==> src/rtl/ai_pkg.sv <==
// ----------------------------------------------------------------------------
// ai_pkg
// Shared definitions for the sector buffer slice.
//   sector_state_t    framing state of the incoming card byte stream
//   TMR_CODE_DEFAULT  status byte the card uses to report a timeout
//   CRC_CODE_DEFAULT  status byte the card uses to report a CRC failure
// ----------------------------------------------------------------------------
package ai_pkg;

  typedef enum logic [1:0] {
    ST_HDR     = 2'd0,
    ST_PAYLOAD = 2'd1,
    ST_LOCK    = 2'd2
  } sector_state_t;

  localparam logic [7:0] TMR_CODE_DEFAULT = 8'hFE;
  localparam logic [7:0] CRC_CODE_DEFAULT = 8'hFD;

endpackage

==> src/rtl/ai_sector_buffer_if.sv <==
// ----------------------------------------------------------------------------
// ai_sector_buffer_if
// Byte bus between the card reader, the sector buffer and the downstream
// consumer.
//   card_data / card_rdy   byte stream from the card, one byte per strobe
//   b_data_out / b_data_rdy buffered payload byte and its valid flag
//   b_data_ack             consumer ready; byte is taken when rdy & ack
// slave  : the sector buffer side
// master : the card/consumer environment side
// ----------------------------------------------------------------------------
interface ai_sector_buffer_if #(
  parameter int DATA_W = 8
) ();

  logic [DATA_W-1:0] card_data;
  logic              card_rdy;
  logic [DATA_W-1:0] b_data_out;
  logic              b_data_rdy;
  logic              b_data_ack;

  modport slave (
    input  card_data,
    input  card_rdy,
    input  b_data_ack,
    output b_data_out,
    output b_data_rdy
  );

  modport master (
    output card_data,
    output card_rdy,
    output b_data_ack,
    input  b_data_out,
    input  b_data_rdy
  );

endinterface

==> src/rtl/ai_sync_fifo.sv <==
// ----------------------------------------------------------------------------
// ai_sync_fifo
// Single-clock FIFO with occupancy output.
//   clk, rst    clock and asynchronous active-low reset
//   clear       synchronous flush; wins over push and pop in the same cycle
//   push        write push_data; accepted when not full, or when full and a
//               pop happens in the same cycle
//   pop         remove head entry; ignored when empty
//   pop_data    head entry, forced to zero while empty
//   level       number of stored entries (0..DEPTH)
//   empty/full  occupancy flags
// DEPTH must be a power of two so the pointers wrap naturally.
// ----------------------------------------------------------------------------
module ai_sync_fifo #(
  parameter int WIDTH = 8,
  parameter int DEPTH = 16,
  localparam int AW   = $clog2(DEPTH)
) (
  input  logic             clk,
  input  logic             rst,
  input  logic             clear,
  input  logic             push,
  input  logic [WIDTH-1:0] push_data,
  input  logic             pop,
  output logic [WIDTH-1:0] pop_data,
  output logic [AW:0]      level,
  output logic             empty,
  output logic             full
);

  logic [WIDTH-1:0] mem [DEPTH];
  logic [AW-1:0]    wr_ptr;
  logic [AW-1:0]    rd_ptr;
  logic [AW:0]      count;
  logic             do_push;
  logic             do_pop;

  assign empty    = (count == '0);
  assign full     = (count == (AW+1)'(DEPTH));
  assign do_pop   = pop && !empty;
  // A push into a full FIFO is fine as long as the head leaves in the same cycle.
  assign do_push  = push && (!full || do_pop);
  assign level    = count;
  assign pop_data = empty ? '0 : mem[rd_ptr];

  // Pointer and occupancy bookkeeping.
  always_ff @(posedge clk or negedge rst) begin
    if (!rst) begin
      wr_ptr <= '0;
      rd_ptr <= '0;
      count  <= '0;
    end else if (clear) begin
      wr_ptr <= '0;
      rd_ptr <= '0;
      count  <= '0;
    end else begin
      if (do_push) wr_ptr <= wr_ptr + 1'b1;
      if (do_pop)  rd_ptr <= rd_ptr + 1'b1;
      count <= count + (AW+1)'(do_push) - (AW+1)'(do_pop);
    end
  end

  // Storage array; contents are don't-care until written, so no reset.
  always_ff @(posedge clk) begin
    if (do_push && !clear) mem[wr_ptr] <= push_data;
  end

endmodule

==> src/rtl/ai_sector_buffer.sv <==
// ----------------------------------------------------------------------------
// ai_sector_buffer
// Frames the card byte stream into sectors (HDR_LEN status bytes followed by
// PAYLOAD_LEN data bytes), checks the status bytes, and buffers payload bytes
// in an output FIFO for the consumer. Any bad status byte or a FIFO overflow
// locks the block until init or reset; the FIFO keeps draining while locked.
//   clk, rst     clock and asynchronous active-low reset
//   init         synchronous restart of framing, FIFO, lock and overflow
//   bus          card input and buffered output (ai_sector_buffer_if.slave)
//   tmr_err      one-cycle pulse: timeout code or unknown nonzero status
//   crc_err      one-cycle pulse: CRC failure status
//   sector_done  one-cycle pulse after the last payload byte of a sector
//   locked       level: block is discarding card input
//   overflow     sticky: a payload byte was dropped on a full FIFO
//   fifo_level   current FIFO occupancy
// ----------------------------------------------------------------------------
module ai_sector_buffer
  import ai_pkg::*;
#(
  parameter int                DATA_W      = 8,
  parameter int                HDR_LEN     = 2,
  parameter int                PAYLOAD_LEN = 512,
  parameter int                FIFO_DEPTH  = 16,
  parameter logic [DATA_W-1:0] TMR_CODE    = DATA_W'(TMR_CODE_DEFAULT),
  parameter logic [DATA_W-1:0] CRC_CODE    = DATA_W'(CRC_CODE_DEFAULT),
  localparam int               LVL_W       = $clog2(FIFO_DEPTH) + 1
) (
  input  logic                 clk,
  input  logic                 rst,
  input  logic                 init,
  ai_sector_buffer_if.slave    bus,
  output logic                 tmr_err,
  output logic                 crc_err,
  output logic                 sector_done,
  output logic                 locked,
  output logic                 overflow,
  output logic [LVL_W-1:0]     fifo_level
);

  localparam int             IDX_W     = $clog2(HDR_LEN + PAYLOAD_LEN);
  localparam logic [IDX_W-1:0] HDR_LAST  = IDX_W'(HDR_LEN - 1);
  localparam logic [IDX_W-1:0] SECT_LAST = IDX_W'(HDR_LEN + PAYLOAD_LEN - 1);

  sector_state_t    state_q, state_d;
  logic [IDX_W-1:0] idx_q, idx_d;
  logic             tmr_q, tmr_d;
  logic             crc_q, crc_d;
  logic             done_q, done_d;
  logic             ovf_q, ovf_d;

  logic             fifo_push;
  logic             fifo_pop;
  logic             fifo_empty;
  logic             fifo_full;
  logic             drop;

  // init flushes the FIFO, so a same-cycle pop must not count as a handshake.
  assign fifo_pop = bus.b_data_rdy && bus.b_data_ack && !init;
  assign drop     = fifo_full && !fifo_pop;

  ai_sync_fifo #(
    .WIDTH (DATA_W),
    .DEPTH (FIFO_DEPTH)
  ) u_fifo (
    .clk       (clk),
    .rst       (rst),
    .clear     (init),
    .push      (fifo_push),
    .push_data (bus.card_data),
    .pop       (fifo_pop),
    .pop_data  (bus.b_data_out),
    .level     (fifo_level),
    .empty     (fifo_empty),
    .full      (fifo_full)
  );

  assign bus.b_data_rdy = !fifo_empty;

  // State, byte index, sticky overflow and the registered status pulses.
  always_ff @(posedge clk or negedge rst) begin
    if (!rst) begin
      state_q <= ST_HDR;
      idx_q   <= '0;
      tmr_q   <= 1'b0;
      crc_q   <= 1'b0;
      done_q  <= 1'b0;
      ovf_q   <= 1'b0;
    end else begin
      state_q <= state_d;
      idx_q   <= idx_d;
      tmr_q   <= tmr_d;
      crc_q   <= crc_d;
      done_q  <= done_d;
      ovf_q   <= ovf_d;
    end
  end

  // Framing decisions for the byte presented this cycle. Pulses are computed
  // here and appear on the outputs one cycle later through the registers.
  always_comb begin
    state_d   = state_q;
    idx_d     = idx_q;
    tmr_d     = 1'b0;
    crc_d     = 1'b0;
    done_d    = 1'b0;
    ovf_d     = ovf_q;
    fifo_push = 1'b0;

    if (init) begin
      state_d = ST_HDR;
      idx_d   = '0;
      ovf_d   = 1'b0;
    end else begin
      case (state_q)
        ST_HDR: begin
          if (bus.card_rdy) begin
            if (bus.card_data == '0) begin
              idx_d = idx_q + 1'b1;
              if (idx_q == HDR_LAST) state_d = ST_PAYLOAD;
            end else begin
              // Anything nonzero other than the CRC code is treated as a timeout.
              if (bus.card_data == TMR_CODE)      tmr_d = 1'b1;
              else if (bus.card_data == CRC_CODE) crc_d = 1'b1;
              else                                tmr_d = 1'b1;
              state_d = ST_LOCK;
            end
          end
        end

        ST_PAYLOAD: begin
          if (bus.card_rdy) begin
            if (drop) ovf_d = 1'b1;
            else      fifo_push = 1'b1;
            // The sector still completes even when its last byte was dropped.
            if (idx_q == SECT_LAST) begin
              done_d = 1'b1;
              idx_d  = '0;
            end else begin
              idx_d = idx_q + 1'b1;
            end
            if (drop)                    state_d = ST_LOCK;
            else if (idx_q == SECT_LAST) state_d = ST_HDR;
          end
        end

        ST_LOCK: begin
          state_d = ST_LOCK;
        end

        default: begin
          state_d = ST_HDR;
          idx_d   = '0;
        end
      endcase
    end
  end

  assign tmr_err     = tmr_q;
  assign crc_err     = crc_q;
  assign sector_done = done_q;
  assign overflow    = ovf_q;
  assign locked      = (state_q == ST_LOCK);

endmodule
==> src/flat_wrapper.sv <==
// flat-port wrapper written by rule: the top's interface ports become plain ports
module ai_sector_buffer_flat import ai_pkg::*;
#(
  parameter int                DATA_W      = 8,
  parameter int                HDR_LEN     = 2,
  parameter int                PAYLOAD_LEN = 512,
  parameter int                FIFO_DEPTH  = 16,
  parameter logic [DATA_W-1:0] TMR_CODE    = DATA_W'(TMR_CODE_DEFAULT),
  parameter logic [DATA_W-1:0] CRC_CODE    = DATA_W'(CRC_CODE_DEFAULT),
  localparam int               LVL_W       = $clog2(FIFO_DEPTH) + 1
)
  (clk, rst, init, tmr_err, crc_err, sector_done, locked, overflow, fifo_level, bus_card_data, bus_card_rdy, bus_b_data_ack, bus_b_data_out, bus_b_data_rdy);
  ai_sector_buffer_if #(.DATA_W(DATA_W)) bus_i ();
  input  logic clk;
  input  logic rst;
  input  logic init;
  output logic tmr_err;
  output logic crc_err;
  output logic sector_done;
  output logic locked;
  output logic overflow;
  output logic [LVL_W-1:0] fifo_level;
  input wire logic [$bits(bus_i.card_data)-1:0] bus_card_data;
  input wire logic [$bits(bus_i.card_rdy)-1:0] bus_card_rdy;
  input wire logic [$bits(bus_i.b_data_ack)-1:0] bus_b_data_ack;
  output wire logic [$bits(bus_i.b_data_out)-1:0] bus_b_data_out;
  output wire logic [$bits(bus_i.b_data_rdy)-1:0] bus_b_data_rdy;
  assign bus_i.card_data = bus_card_data;
  assign bus_i.card_rdy = bus_card_rdy;
  assign bus_i.b_data_ack = bus_b_data_ack;
  assign bus_b_data_out = bus_i.b_data_out;
  assign bus_b_data_rdy = bus_i.b_data_rdy;
  ai_sector_buffer #(.DATA_W(DATA_W), .HDR_LEN(HDR_LEN), .PAYLOAD_LEN(PAYLOAD_LEN), .FIFO_DEPTH(FIFO_DEPTH), .TMR_CODE(TMR_CODE), .CRC_CODE(CRC_CODE)) u_core (.clk(clk), .rst(rst), .init(init), .bus(bus_i), .tmr_err(tmr_err), .crc_err(crc_err), .sector_done(sector_done), .locked(locked), .overflow(overflow), .fifo_level(fifo_level));
endmodule
==> config.mk <==
export PLATFORM = sky130hd
export DESIGN_NAME = ai_sector_buffer_flat
export DESIGN_NICKNAME = d
export VERILOG_FILES = /design/src/rtl/ai_pkg.sv /design/src/rtl/ai_sector_buffer_if.sv /design/src/rtl/ai_sync_fifo.sv /design/src/rtl/ai_sector_buffer.sv /design/src/flat_wrapper.sv
export SDC_FILE = /design/constraint.sdc
export NUM_CORES = 1
export LEC_CHECK = 0
export BUFFER_PORTS_ARGS = -buffer_cell sky130_fd_sc_hd__buf_2
export CORE_MARGIN = 8
export CORE_UTILIZATION = 43
export DETAILED_ROUTE_END_ITERATION = 6
export GPL_TIMING_DRIVEN = 0
export PLACE_DENSITY = 0.62
export SYNTH_ARGS = -nofsm -noshare
export SYNTH_HDL_FRONTEND = slang
export SYNTH_SLANG_ARGS = --single-unit
==> constraint.sdc <==
create_clock -name clk -period 3.45 [get_ports clk]
set_input_delay 0.69 -clock clk [delete_from_list [all_inputs] [get_ports clk]]
set_output_delay 0.69 -clock clk [all_outputs]
set_load 0.02 [all_outputs]
# [After elaboration in Yosys (flattened, before gate mapping)]
# Memories as Yosys holds them, arrays and structs flattened.
# Cells that the tools add are included.
# Widths: inputs -> output; s select.
[op_classes] eq_ne=13 n_mux=46 reduce_logical=22 add_sub_neg=5
[op_table] op="$mux 10" count=5
[op_table] op="$pmux 10 s3" count=1
[op_table] op="$mux 1" count=26
[op_table] op="$eq 8x8->1 const B" count=2
[op_table] op="$mux 4" count=4
[op_table] op="$mux 2" count=7
[op_table] op="$add 10x1->10 const B" count=1
[op_table] op="$eq 10x1->1 const B" count=1
[op_table] op="$eq 10x10->1 const B" count=1
[op_table] op="$reduce_bool 2->1" count=5
[op_table] op="$add 4x1->4 const B" count=2
[op_table] op="$logic_not 8->1" count=1
[op_table] op="$mux 8" count=1
[op_table] op="$reduce_and 4->1" count=2
[op_table] op="$logic_and 1x1->1" count=6
[op_table] op="$ne 3x3->1 const B" count=2
[op_table] op="$pmux 2 s3" count=1
[op_table] op="$add 5x1->5" count=1
[op_table] op="$eq 5x5->1 const B" count=1
[op_table] op="$logic_not 5->1" count=1
[op_table] op="$mux 5" count=1
[op_table] op="$sub 5x1->5" count=1
[op_table] op="$logic_not 1->1" count=4
[op_table] op="$ne 4x2->1 const B" count=1
[op_table] op="other kinds (8)" count=8
[totals] in_bits=13 ff_bits=29 out_inout_bits=19 elab_cells=96 memories=1 ramBits=128
[mem_list] name="u_core.u_fifo.mem" depth=16 word_bits=8 read_ports=1 rd_ports_with_merged_regs=0 write_ports=1 line="ai_sync_fifo.sv:31" text="logic [WIDTH-1:0] mem [DEPTH];"

# [Depth between registers and ports, before layout]
# Gate-level depths: netlist (run 1).
[logic_depth] depth_word=14 ltp_mapped=15

# [Cells and area by module]
# From an unflattened synthesis (run 1), not the netlist that was laid out.
[hier_totals] hier_cells=412 area_unflattened_um2=6825.3
[modules_own_cells] module="ai_sync_fifo" cells_per_inst=310 instances=1 area_per_inst_um2=5870.6
[modules_own_cells] module="ai_sector_buffer" cells_per_inst=102 instances=1 area_per_inst_um2=954.7

# [Worst setup path before layout (run 1)]
# OpenSTA, ideal clock, no wires.
[synth_timing] kind="flip-flop to flip-flop" from="register u_core.u_fifo.count[3], in the netlist u_core.u_fifo.level[3]" to="register u_core.u_fifo.count[4], in the netlist u_core.u_fifo.level[4]" t_required_ps=3315 setup_ps=135 path_buffers=1 path_stages_with_launch=16 path_slack_ps=453 arrival_time_ps=2863 path_cell_list="dfrtp_1 > inv_1 > ha_1 > or4b_1 > clkbuf_1 > nand2_1 > nor2_1 > ha_1 > inv_1 > ha_1 > inv_1 > fa_1 > nor2b_1 > o21bai_1 > a21oi_1 > nor3b_1"
[synth_between] elab_chain_len=14 word_cells_on_any_way=18 cone_classes="add/sub: 2; eq/ne: 1; mux: 5; reduce/logical: 10"
[synth_lines] element="from (decl)" line="ai_sync_fifo.sv:34" text="logic [AW:0] count;"
[synth_lines] element="from (signal assigned)" line="ai_sync_fifo.sv:59" text="count <= count + (AW+1)'(do_push) - (AW+1)'(do_pop);"
[synth_lines] element="$logic_not 5->1 (*)" line="ai_sync_fifo.sv:38" text="assign empty = (count == '0);"
[synth_lines] element="$logic_not 1->1 (*)" line="ai_sector_buffer.sv:77" text="assign bus.b_data_rdy = !fifo_empty;"
[synth_lines] element="net bus_b_data_rdy" line="flat_wrapper.sv:27" text="output wire logic [$bits(bus_i.b_data_rdy)-1:0] bus_b_data_rdy;"
[synth_lines] element="$logic_and 1x1->1 (2 in a row)" line="ai_sector_buffer.sv:58" text="assign fifo_pop = bus.b_data_rdy && bus.b_data_ack && !init;"
[synth_lines] element="$logic_not 1->1" line="ai_sector_buffer.sv:59" text="assign drop = fifo_full && !fifo_pop;"
[synth_lines] element="$logic_and 1x1->1" line="ai_sector_buffer.sv:59"
[synth_lines] element="$mux 1" line="ai_sector_buffer.sv:132" text="if (drop) ovf_d = 1'b1;"
[synth_lines] element="$mux 1" line="ai_sector_buffer.sv:131" text="if (bus.card_rdy) begin"
[synth_lines] element="$mux 1" line="ai_sector_buffer.sv:114" text="case (state_q)"
[synth_lines] element="$mux 1" line="ai_sector_buffer.sv:109" text="if (init) begin"
[synth_lines] element="$logic_and 1x1->1" line="ai_sync_fifo.sv:42" text="assign do_push = push && (!full || do_pop);"
[synth_lines] element="$add 5x1->5" line="ai_sync_fifo.sv:59"
[synth_lines] element="$sub 5x1->5 (*)" line="ai_sync_fifo.sv:59"
[synth_lines] element="$mux 5 (*)" line="ai_sync_fifo.sv:52" text="end else if (clear) begin"
# The timed path passes the listed nets; every way through them passes the cells marked *.
# A chain may end at the register's enable or synchronous reset.

# [Final worst setup path (run 1)]
[layout_timing] from="register u_core.u_fifo.rd_ptr[1]" to="output bus_b_data_out[5]"
[layout_between] elab_chain_len=2
[layout_lines] element="from (decl)" line="ai_sync_fifo.sv:33" text="logic [AW-1:0] rd_ptr;"
[layout_lines] element="from (signal assigned)" line="ai_sync_fifo.sv:58" text="if (do_pop) rd_ptr <= rd_ptr + 1'b1;"
[layout_lines] element="$mem_v2 16x8"
[layout_lines] element="$mux 8" line="ai_sync_fifo.sv:44" text="assign pop_data = empty ? '0 : mem[rd_ptr];"
[layout_lines] element="to (decl)" line="flat_wrapper.sv:26" text="output wire logic [$bits(bus_i.b_data_out)-1:0] bus_b_data_out;"
# No other way between the ends.

==> flow_metrics.env, run 1 <==
export IMPL_status="completed"
export IMPL_p_seq_share_pct=40.9
export IMPL_rr_worst_depth=15
export IMPL_hold_class="in -> async"
export IMPL_drt_iter0_drc=245
export IMPL_cp_max_fo=10
export IMPL_h_tree_depth=4
export IMPL_ant_nets=0
export IMPL_initial_core_util_pct=44.03
export IMPL_finalClockSkew_ns=0.007000
export IMPL_grt_overflow_total=0
export IMPL_clk_insertion_delay_late_ns=0.42
export IMPL_postPlaceCellArea_um2=7138
export IMPL_async_flop_share_pct=18.47
export IMPL_postLayoutCellArea_um2=7765
export IMPL_grt_max_degree=30
export IMPL_worstPathArrival_ns=2.61
export IMPL_grt_setup_unrepaired="false"
export IMPL_r2r_end="u_core.u_fifo.level[4]"
export IMPL_endpoint_kind="primary output"
export IMPL_cts_buffers=17
export IMPL_yosysTopAreaCell="edfxtp_1"
export IMPL_ioPinCount=32
export IMPL_synth_edf_count=128
export IMPL_first_pass_iters=5
export IMPL_post_place_ws_ns=0.08316
export IMPL_row_count=45
export IMPL_die_w_um=141
export IMPL_cts_buffer_depth=2
export IMPL_clkPwrFrac_pct=37.5
export IMPL_synthDominantCellAreaShare_pct=57.21
export IMPL_finish_utilization_pct=50.89
export IMPL_power_mw=5.207
export IMPL_gp_congestion=0.7908
export IMPL_fin_crit_ns=3.296
export IMPL_route_detailed_drc=0
export IMPL_syn_num_nets=435
export IMPL_report_final_slew_viol_count=0
export IMPL_drive_gt1_share_pct=23.14
export IMPL_ctsHoldBuffers=0
export IMPL_p_per_area_nw_per_um2=670.6
export IMPL_max_freq_ghz=0.3034
export IMPL_cp_required_ns=2.76
export IMPL_tns_ns=0
export IMPL_r2r_slack_ns=0.36
export IMPL_cts_setup_buffers=0
export IMPL_avgViaCountPerCell=5.394
export IMPL_grt_pass1_vias=3754
export IMPL_swShare_pct=26.42
export IMPL_die_area_um2=19880
export IMPL_p_int_mw=3.832
export IMPL_avgSynthCellArea_um2=16.47
export IMPL_crit_type="reg -> out"
export IMPL_vias=3679
export IMPL_p_sw_mw=1.376
export IMPL_grt_total_usage_pct=14.52
export IMPL_clkTransAtPathRegs_ns=0.06
export IMPL_drt_total_wl_mm=13.69
export IMPL_startpoint_type="register"
export IMPL_cts_root_buf="clkbuf_16"
export IMPL_synth_cell_types=47
export IMPL_p_comb_share_pct=21.6
export IMPL_reg2reg_from="u_core.u_fifo.level[3]"
export IMPL_synth_flop_cell="edfxtp_1"
export IMPL_startpoint="u_core.u_fifo.rd_ptr[1]"
export IMPL_hold_viol=0
export IMPL_peakVddDrop_mv=0.3819
export IMPL_netlist_area_um2=6719
export IMPL_io_buffers=31
export IMPL_antenna_found_initial=0
export IMPL_synth_seq_area_share_pct=68.01
export IMPL_worst_slack_ns=0.1541
export IMPL_grt_pass1_wl_mm=21.36
export IMPL_clkSinkCount=157
export IMPL_areaGrowthSynthToFinish_pct=15.57
export IMPL_syn_inst=408
export IMPL_core_um2=15260
export IMPL_max_cap_violations=0
export IMPL_period_share_pct=95.53
export IMPL_cts_tree="yes"
export IMPL_yosys_top_cells_area="edfxtp_1 57%, dfrtp_1 11%, mux4_2 11%"
export IMPL_synth_seq_cells=157
export IMPL_wl_per_cell_um=20.08
export IMPL_die_h_um=141
export IMPL_n_antenna_cell=0
export IMPL_max_slew_margin_rel_pct=47.31
export IMPL_setup_viol=0
export IMPL_num_nets_final=485
export IMPL_worst_pin_slew_ns=0.7875
export IMPL_dpl_hpwl_mm=8.972
export IMPL_yosys_warnings=0
export IMPL_p_leak_nw=2.652
routing by layer:
| metal | up-vias | GRT usage, % | share of wire (%) |
|---|---|---|---|
| li1 | 1690 | - | - |
| met1 | 1886 | 18.55 | 44 |
| met2 | 87 | 23.03 | 48 |
| met3 | 16 | 3.477 | 5.6 |
| met4 | 0 | 6.674 | 1.8 |
| met5 | - | 0 | 0 |
worst max-delay path by stage:
stage	cells after the start	slack, ns	endpoint
after floorplan	15	0.45	u_core.u_fifo.level[4]
after global placement	13	0.12	u_core.u_fifo.level[4]
after detailed placement	13	0.08	u_core.u_fifo.level[4]
after CTS	6	0.03	bus_b_data_out[5]
after global routing	6	0.01	bus_b_data_out[5]
final	6	0.15	bus_b_data_out[5]
what timing repair did:
item                       in CTS  in global routing
gates resized for setup         1                  3
setup endpoints to repair       1                  1
pin swaps                       0                  0
cell type report:
cell class / count / area [µm²]
fillers: 1277 / 7493
flip-flops and latches: 157 / 4569
multi-input cells: 210 / 1988
clock buffers: 26 / 519.2
well taps: 211 / 264.0
repair buffers: 31 / 155.1
clock inverters: 6 / 105.1
inverters: 23 / 86.33
plain buffers: 18 / 77.57
cell families (layout without fill, tap and decap cells):
logic type | Yosys count | after routing | share of synthesized area [%]
xor gates and xnor gates | 6 | 6 | 0.7821
buffers and inverters | 41 | 104 | 2.402
DFF | 157 | 157 | 68.01
AOI/OAI and AO/OA | 47 | 47 | 4.507
and+or+nand+nor | 94 | 94 | 8.324
adders and majority gates | 14 | 14 | 2.719
muxes | 49 | 49 | 13.26
Yosys cell counts (3+ instances only):
| master | n |
|---|---|
| buf_2 | 6 |
| a21oi_1 | 13 |
| or2_2 | 3 |
| dfrtp_1 | 29 |
| inv_1 | 23 |
| o22ai_1 | 11 |
| nand3_1 | 12 |
| clkbuf_1 | 11 |
| nor2_1 | 13 |
| a211oi_1 | 5 |
| nor3b_1 | 3 |
| o21ai_0 | 6 |
| xor2_1 | 4 |
| mux4_2 | 32 |
| nor4_1 | 3 |
| and2_1 | 12 |
| nand2_1 | 10 |
| o31ai_1 | 4 |
| mux2i_1 | 17 |
| and3_1 | 5 |
| or4_1 | 5 |
| nand3b_1 | 3 |
| or3_1 | 4 |
| nor2b_1 | 3 |
| ha_1 | 13 |
| nand2b_1 | 5 |
| nor3_1 | 3 |
| edfxtp_1 | 128 |
per-stage QoR:
step / cells / hold slack, ns
floorplan: 408 / 0.3944
global placement: 650 / 0.5120
detailed placement: 650 / 0.5062
CTS: 682 / 0.3171
global route: 682 / 0.3573
finish: 682 / 0.3028
power by group through the flow:
stage | Sequential [mW] | Clock, mW | Combinational [mW]
4_1_cts | 2.13 | 1.98 | 1.15
3_3_place_gp | 2.17 | 0 | 1.13
3_5_place_dp | 2.17 | 0 | 1.14
6_report | 2.13 | 1.95 | 1.12
2_1_floorplan | 2.19 | 0 | 0.789
5_1_grt | 2.14 | 2.06 | 1.23
flip-flops by register name, summed over array words and instances, names as in the netlist:
register	flops
u_core.u_fifo.mem	128
u_core.idx_q	10
u_core.u_fifo.level	5
u_core.sector_done	1
u_core.u_fifo.wr_ptr	4
u_core.tmr_err	1
u_core.u_fifo.rd_ptr	4
u_core.overflow	1
u_core.state_q	2
u_core.crc_err	1
worst max-delay path, stage by stage (launching register included):
cell and delay (ns):
dfrtp_1 0.35, clkbuf_1 0.32, buf_1 0.53, mux4_2 0.39
mux2i_1 0.23, o22ai_1 0.16, buf_2 0.19
placed cells by master, fill, tap and decap left out, drive strengths merged, types with 3 or more instances in the layout:
master    n
edfxtp  128
clkbuf   36
nor3b     4
nor3      3
and2     12
o22ai    11
or4       5
nor2b     3
buf      39
and3      5
clkinv    3
a211oi    5
or2       4
ha       13
inv      23
nand3b    3
o21ai     6
mux2i    17
or3       4
nand3    13
a21oi    13
mux4     32
nand2    10
bufinv    3
nor2     13
nand2b    5
dfrtp    29
nor4      4
o31ai     4
xor2      4
Power figures use the tool's default switching activity.
==> run 2: changes to the inputs <==
SYNTH_HIERARCHICAL = 1   (was unset)
==> flow_metrics.env, run 2 <==
export IMPL_max_stage_delay_ns=0.47
export IMPL_worst_pin_slew_ns=0.9701
export IMPL_gp_congestion=0.7618
export IMPL_report_final_slew_viol_count=0
export IMPL_async_flop_share_pct=18.47
export IMPL_worstPathArrival_ns=3.61
export IMPL_dp_cells=661
export IMPL_cts_buffers=17
export IMPL_status="completed"
export IMPL_die_h_um=142.0
export IMPL_clkPwrFrac_pct=38.5
export IMPL_clk_insertion_delay_late_ns=0.42
export IMPL_die_w_um=142.0
export IMPL_crit_chain="inv_1 > ha_1 > or4b_4 > inv_2 > nand2b_4 > a2111oi_4 > and2_4 > o21a_2 > nand2_1 > nand2_1 > ha_1 > fa_2 > a21oi_2 > nor2_1 > or3_1 > a21oi_1"
export IMPL_synthDominantCellAreaShare_pct=56.32
export IMPL_netlist_area_um2=6825
export IMPL_startpoint_type="register"
export IMPL_worst_path_dominant_cell_family="simple AND/OR/NAND/NOR gates"
export IMPL_synth_cell_types=55
export IMPL_max_slew_margin_rel_pct=34.89
export IMPL_postLayoutCellArea_um2=7916
export IMPL_r2r_end="u_core/u_fifo/level[4]"
export IMPL_grt_pass1_wl_mm=21.96
export IMPL_synth_seq_cells=157
export IMPL_h_tree_depth=4
export IMPL_areaGrowthSynthToFinish_pct=15.99
export IMPL_p_sw_mw=1.218
export IMPL_synth_seq_area_share_pct=66.95
export IMPL_crit_buf_inv=2
export IMPL_period_share_pct=95.14
export IMPL_grt_max_degree=30
export IMPL_io_buffers=31
export IMPL_dr_wl_met3_um=797
export IMPL_ant_nets=0
export IMPL_dr_wl_met2_mm=6.512
export IMPL_crit_type="reg -> reg"
export IMPL_p_comb_share_pct=16.5
export IMPL_maxUsedRoutingLayer="met4"
export IMPL_antenna_found_initial=0
export IMPL_p_per_area_nw_per_um2=591.5
export IMPL_drt_total_wl_mm=14.02
export IMPL_r2r_slack_ns=0.17
export IMPL_synth_common_cells="128 x edfxtp_1, 29 x dfrtp_1, 24 x mux4_2"
export IMPL_final_common_cell="edfxtp_1"
export IMPL_synth_flop_cell="edfxtp_1"
export IMPL_synth_xor_xnor_area_share_pct=1.027
export IMPL_row_count=46
export IMPL_clkSinkCount=157
export IMPL_p_int_mw=3.464
export IMPL_multi_input_area_um2=2128
export IMPL_ioPinCount=32
export IMPL_ctsHoldBuffers=0
export IMPL_vias=3784
export IMPL_layout_common_cells="128 x edfxtp_1, 35 x buf_2, 27 x dfrtp_1"
export IMPL_yosys_top_cells_area="edfxtp_1 56%, dfrtp_1 11%, mux4_2 7.9%"
export IMPL_route_detailed_drc=0
export IMPL_fin_cells=692
export IMPL_wl_met1_mm=6.604
export IMPL_avgViaCountPerCell=5.468
export IMPL_nFillCells=1306
export IMPL_worst_slack_ns=0.1676
export IMPL_peakVddDrop_mv=0.3862
export IMPL_finalClockSkew_ns=0.008755
export IMPL_yosysTopAreaCell="edfxtp_1"
export IMPL_avgSynthCellArea_um2=16.57
export IMPL_drt_iter0_drc=270
export IMPL_synth_compound_area_share_pct=4.821
export IMPL_yosys_area_share_simple_pct=8.011
export IMPL_endpoint_kind="register"
export IMPL_swShare_pct=26.01
export IMPL_clkTransAtPathRegs_ns=0.06
export IMPL_first_pass_iters=4
export IMPL_synthAdderAreaFrac_pct=2.493
export IMPL_syn_inst=412
export IMPL_cts_buffer_depth=2
export IMPL_synthMuxAreaShare_pct=13.66
export IMPL_cts_tree="yes"
export IMPL_cp_required_ns=3.78
export IMPL_synth_edf_count=128
export IMPL_dpl_hpwl_mm=9.287
export IMPL_grt_pass1_vias=3862
export IMPL_max_freq_ghz=0.3047
export IMPL_tns_ns=0
export IMPL_regMostFlops="u_core/u_fifo/mem"
export IMPL_grt_overflow_total=0
export IMPL_grt_total_usage_pct=14.65
export IMPL_hold_class="in -> async"
export IMPL_synth_top_family_by_area="multiplexers"
export IMPL_startpoint="u_core/u_fifo/level[3]"
export IMPL_num_nets_final=489
export IMPL_initial_core_util_pct=43.44
export IMPL_grt_setup_unrepaired="false"
export IMPL_wl_per_cell_um=20.27
export IMPL_n_antenna_cell=0
export IMPL_hold_viol=0
export IMPL_reg2reg_from="u_core/u_fifo/level[3]"
export IMPL_postPlaceCellArea_um2=7286
export IMPL_die_area_um2=20160
export IMPL_crit_slowest_cell="or4b_4"
export IMPL_cp_max_fo=5
export IMPL_cts_root_buf="clkbuf_16"
export IMPL_p_leak_nw=2.678
export IMPL_post_place_ws_ns=-0.3825
export IMPL_finish_utilization_pct=50.38
export IMPL_fin_crit_ns=3.282
export IMPL_largest_reg_flops=128
export IMPL_max_cap_violations=0
export IMPL_p_seq_share_pct=45.0
export IMPL_drive_gt1_share_pct=27.94
export IMPL_rr_worst_depth=16
export IMPL_setup_viol=0
export IMPL_yosys_warnings=6
export IMPL_core_um2=15710
export IMPL_syn_num_nets=438
export IMPL_synth_most_common_cell="edfxtp_1"
export IMPL_seq_area_um2=4572
## run 2: changes by cell type after synthesis, moves of 10 or more
| cell | change |
|---|---|
| inv_1 | -12 |
| o22ai_1 | -10 |
| and2_1 | -11 |
| nor2_1 | +10 |
| nand2_1 | +12 |
## run 2: what timing repair did
item                       4_1_cts  5_1_grt
pin swaps                        1        1
setup endpoints to repair      119       58
setup buffers                    0        1
resized for setup                9        6
## run 2: how the worst max path moves through the flow
| stage | end | slack [ns] | cells after the start |
|---|---|---|---|
| after global placement | u_core/u_fifo/mem[9][2] | -0.36 | 10 |
| after floorplan | u_core/u_fifo/level[4] | 0.05 | 16 |
| final | u_core/u_fifo/level[4] | 0.17 | 16 |
| after detailed placement | u_core/u_fifo/mem[3][2] | -0.38 | 10 |
| after CTS | u_core/u_fifo/mem[2][6] | -0.11 | 9 |
| after global routing | u_core/u_fifo/level[4] | 0.01 | 16 |
## run 2: metal layers
| metal | vias up | global-route usage (%) |
|---|---|---|
| li1 | 1731 | - |
| met1 | 1958 | 20.31 |
| met2 | 87 | 21.97 |
| met3 | 8 | 4.059 |
| met4 | 0 | 4.466 |
| met5 | - | 0 |
## run 2: through the flow
step,power [mW],hold slack [ns]
after floorplan,2.674,0.3944
after global placement,2.896,0.4870
after detailed placement,2.910,0.4927
after CTS,4.709,0.3201
after global routing,4.877,0.3546
final,4.682,0.3101
## run 2: cell type report
type	instances	share of cell area (%)
repair buffers	34	2.213
clock buffers	18	5.421
well taps	216	3.414
clock inverters	14	1.786
flip-flops and latches	157	57.75
inverters	12	0.5690
multi-input cells	224	26.88
plain buffers	17	1.960
## run 2: power by group through the flow
stage | logic [mW] | registers, mW | clock network (mW)
2_1_floorplan | 0.511 | 2.16 | 0
4_1_cts | 0.765 | 2.11 | 1.84
3_5_place_dp | 0.765 | 2.15 | 0
6_report | 0.774 | 2.11 | 1.80
5_1_grt | 0.849 | 2.11 | 1.92
3_3_place_gp | 0.753 | 2.14 | 0
## run 2: cells by family (layout without fill, tap and decap cells)
family,count (synthesis),in the layout
compound gates,54,54
fa+ha+maj,13,13
flops,157,157
mux,49,49
simple gates,100,100
buf+inv,31,95
xor+xnor,8,8
==> run 3: changes to the inputs <==
CTS_BUF_LIST = sky130_fd_sc_hd__clkbuf_4   (was unset)
clock period = 3.25 ns   (was 3.45 ns; I/O delays follow)
==> flow_metrics.env, run 3 (synthesis gave the netlist of run 2 again) <==
export IMPL_status="completed"
export IMPL_antenna_found_initial=0
export IMPL_grt_setup_unrepaired="true"
export IMPL_grt_overflow_total=0
export IMPL_report_final_slew_viol_count=0
export IMPL_grt_total_usage_pct=14.90
export IMPL_setup_viol=0
export IMPL_h_tree_depth=4
export IMPL_grt_pass1_vias=3862
export IMPL_postPlaceCellArea_um2=7302
export IMPL_clk_insertion_delay_late_ns=0.55
export IMPL_postLayoutCellArea_um2=7784
export IMPL_worst_pin_slew_ns=0.9494
export IMPL_fin_crit_ns=3.200
export IMPL_final_common_cell="edfxtp_1"
export IMPL_endpoint_kind="register"
export IMPL_cts_root_buf="clkbuf_4"
export IMPL_cts_tree="yes"
export IMPL_avgViaCountPerCell=5.509
export IMPL_p_per_area_nw_per_um2=550.9
export IMPL_layout_common_cells="128 x edfxtp_1, 32 x buf_2, 27 x dfrtp_1, 27 x mux4_2, 21 x nand2_1"
export IMPL_nFillCells=1320
export IMPL_r2r_end="u_core/u_fifo/mem[3][0]"
export IMPL_num_nets_final=498
export IMPL_cts_buffer_depth=2
export IMPL_gp_congestion=0.8359
export IMPL_ant_nets=0
export IMPL_die_w_um=142.0
export IMPL_drive_gt1_share_pct=33.40
export IMPL_grt_max_degree=30
export IMPL_drt_iter0_drc=180
export IMPL_finalClockSkew_ns=0.01899
export IMPL_dpl_hpwl_mm=9.263
export IMPL_peakVddDrop_mv=0.3594
export IMPL_post_place_ws_ns=-0.5561
export IMPL_clkTransAtPathRegs_ns=0.14
export IMPL_core_um2=15710
export IMPL_clkSinkCount=157
export IMPL_largest_reg_flops=128
export IMPL_areaGrowthSynthToFinish_pct=14.04
export IMPL_grt_pass1_wl_mm=22.05
export IMPL_die_area_um2=20160
export IMPL_initial_core_util_pct=43.44
export IMPL_worst_slack_ns=0.05045
export IMPL_wl_per_cell_um=20.38
export IMPL_drt_total_wl_mm=14.29
export IMPL_cts_buffers=17
export IMPL_die_h_um=142.0
export IMPL_startpoint_type="register"
export IMPL_tns_ns=0
export IMPL_hold_viol=0
export IMPL_cp_max_fo=9
export IMPL_route_detailed_drc=0
export IMPL_hold_class="in -> async"
export IMPL_first_pass_iters=5
export IMPL_finish_utilization_pct=49.54
export IMPL_r2r_slack_ns=0.05
export IMPL_row_count=46
export IMPL_ctsHoldBuffers=0
export IMPL_regMostFlops="u_core/u_fifo/mem"
export IMPL_cp_required_ns=3.43
export IMPL_rr_worst_depth=10
export IMPL_n_antenna_cell=0
export IMPL_period_share_pct=98.45
export IMPL_ioPinCount=32
export IMPL_max_cap_violations=0
export IMPL_reg2reg_from="u_core/u_fifo/level[2]"
export IMPL_vias=3862
export IMPL_io_buffers=31
export IMPL_max_slew_margin_rel_pct=36.28
export IMPL_p_leak_nw=2.589
export IMPL_worstPathArrival_ns=3.38
export IMPL_max_freq_ghz=0.3125
export IMPL_crit_type="reg -> reg"
export IMPL_power_mw=4.288
run 3: cell types whose count changed in the layout (fill, tap and decap cells not counted), sizes merged:
cell and change:
clkbuf +1, buf +8, bufinv -1, inv +1
run 3: repair_timing:
item	4_1_cts	5_1_grt
buffers inserted	4	8
setup endpoints to repair	136	9
pin swaps	1	5
cloned	0	1
gates resized for setup	25	14
run 3: cell type report:
cell class              count  area (µm²)  share of cell area [%]
repair buffers             44       270.3                   3.472
clock buffers              18       135.1                   1.736
inverters                  12       47.55                  0.6108
multi-input cells         224        2200                   28.26
flip-flops and latches    157        4572                   58.74
well taps                 216       270.3                   3.472
clock inverters            14       132.6                   1.704
plain buffers              16       156.4                   2.009
run 3: stage by stage:
stage / hold WS [ns] / instances
2_1_floorplan: 0.3544 / 412
3_3_place_gp: 0.4832 / 659
3_5_place_dp: 0.5188 / 659
4_1_cts: 0.09209 / 692
5_1_grt: 0.1111 / 701
6_report: 0.1151 / 701
run 3: worst max-delay path: stages (launching register included):
cell	delay [ns]
dfrtp_2	0.39
inv_2	0.05
ha_4	0.15
or4b_4	0.21
inv_4	0.04
nand2b_4	0.13
a2111oi_4	0.38
and2_4	0.23
buf_4	0.10
o21ai_1	0.29
nor3_2	0.86
run 3: how the worst max path moves through the flow:
stage	start	end	cells after the start	slack, ns
after floorplan	u_core/u_fifo/level[2]	u_core/u_fifo/level[4]	17	0.03
after global placement	u_core/u_fifo/level[2]	u_core/u_fifo/mem[1][0]	10	-0.54
after detailed placement	u_core/u_fifo/level[2]	u_core/u_fifo/mem[10][3]	10	-0.56
after CTS	u_core/u_fifo/rd_ptr[1]	bus_b_data_out[5]	7	0.01
after global routing	u_core/u_fifo/level[3]	u_core/u_fifo/level[4]	16	-0.06
final	u_core/u_fifo/level[2]	u_core/u_fifo/mem[3][0]	10	0.05
run 3: power by group:
group / switching (mW) / leakage [nW] / total, mW / internal (mW)
clock network: 0.723 / 0.148 / 1.13 / 0.403
registers: 0.0276 / 1.55 / 2.23 / 2.20
logic: 0.529 / 0.896 / 0.931 / 0.402
run 3: routing by layer:
metal / wire (µm) / share of wire (%) / GRT usage (%) / up-vias
met5: 0 / 0 / 0 / -
met4: 159 / 1.1 / 4.466 / 0
met3: 665 / 4.7 / 4.260 / 13
met2: 6593 / 46 / 22.58 / 99
met1: 6869 / 48 / 20.43 / 1990
li1: - / - / - / 1760
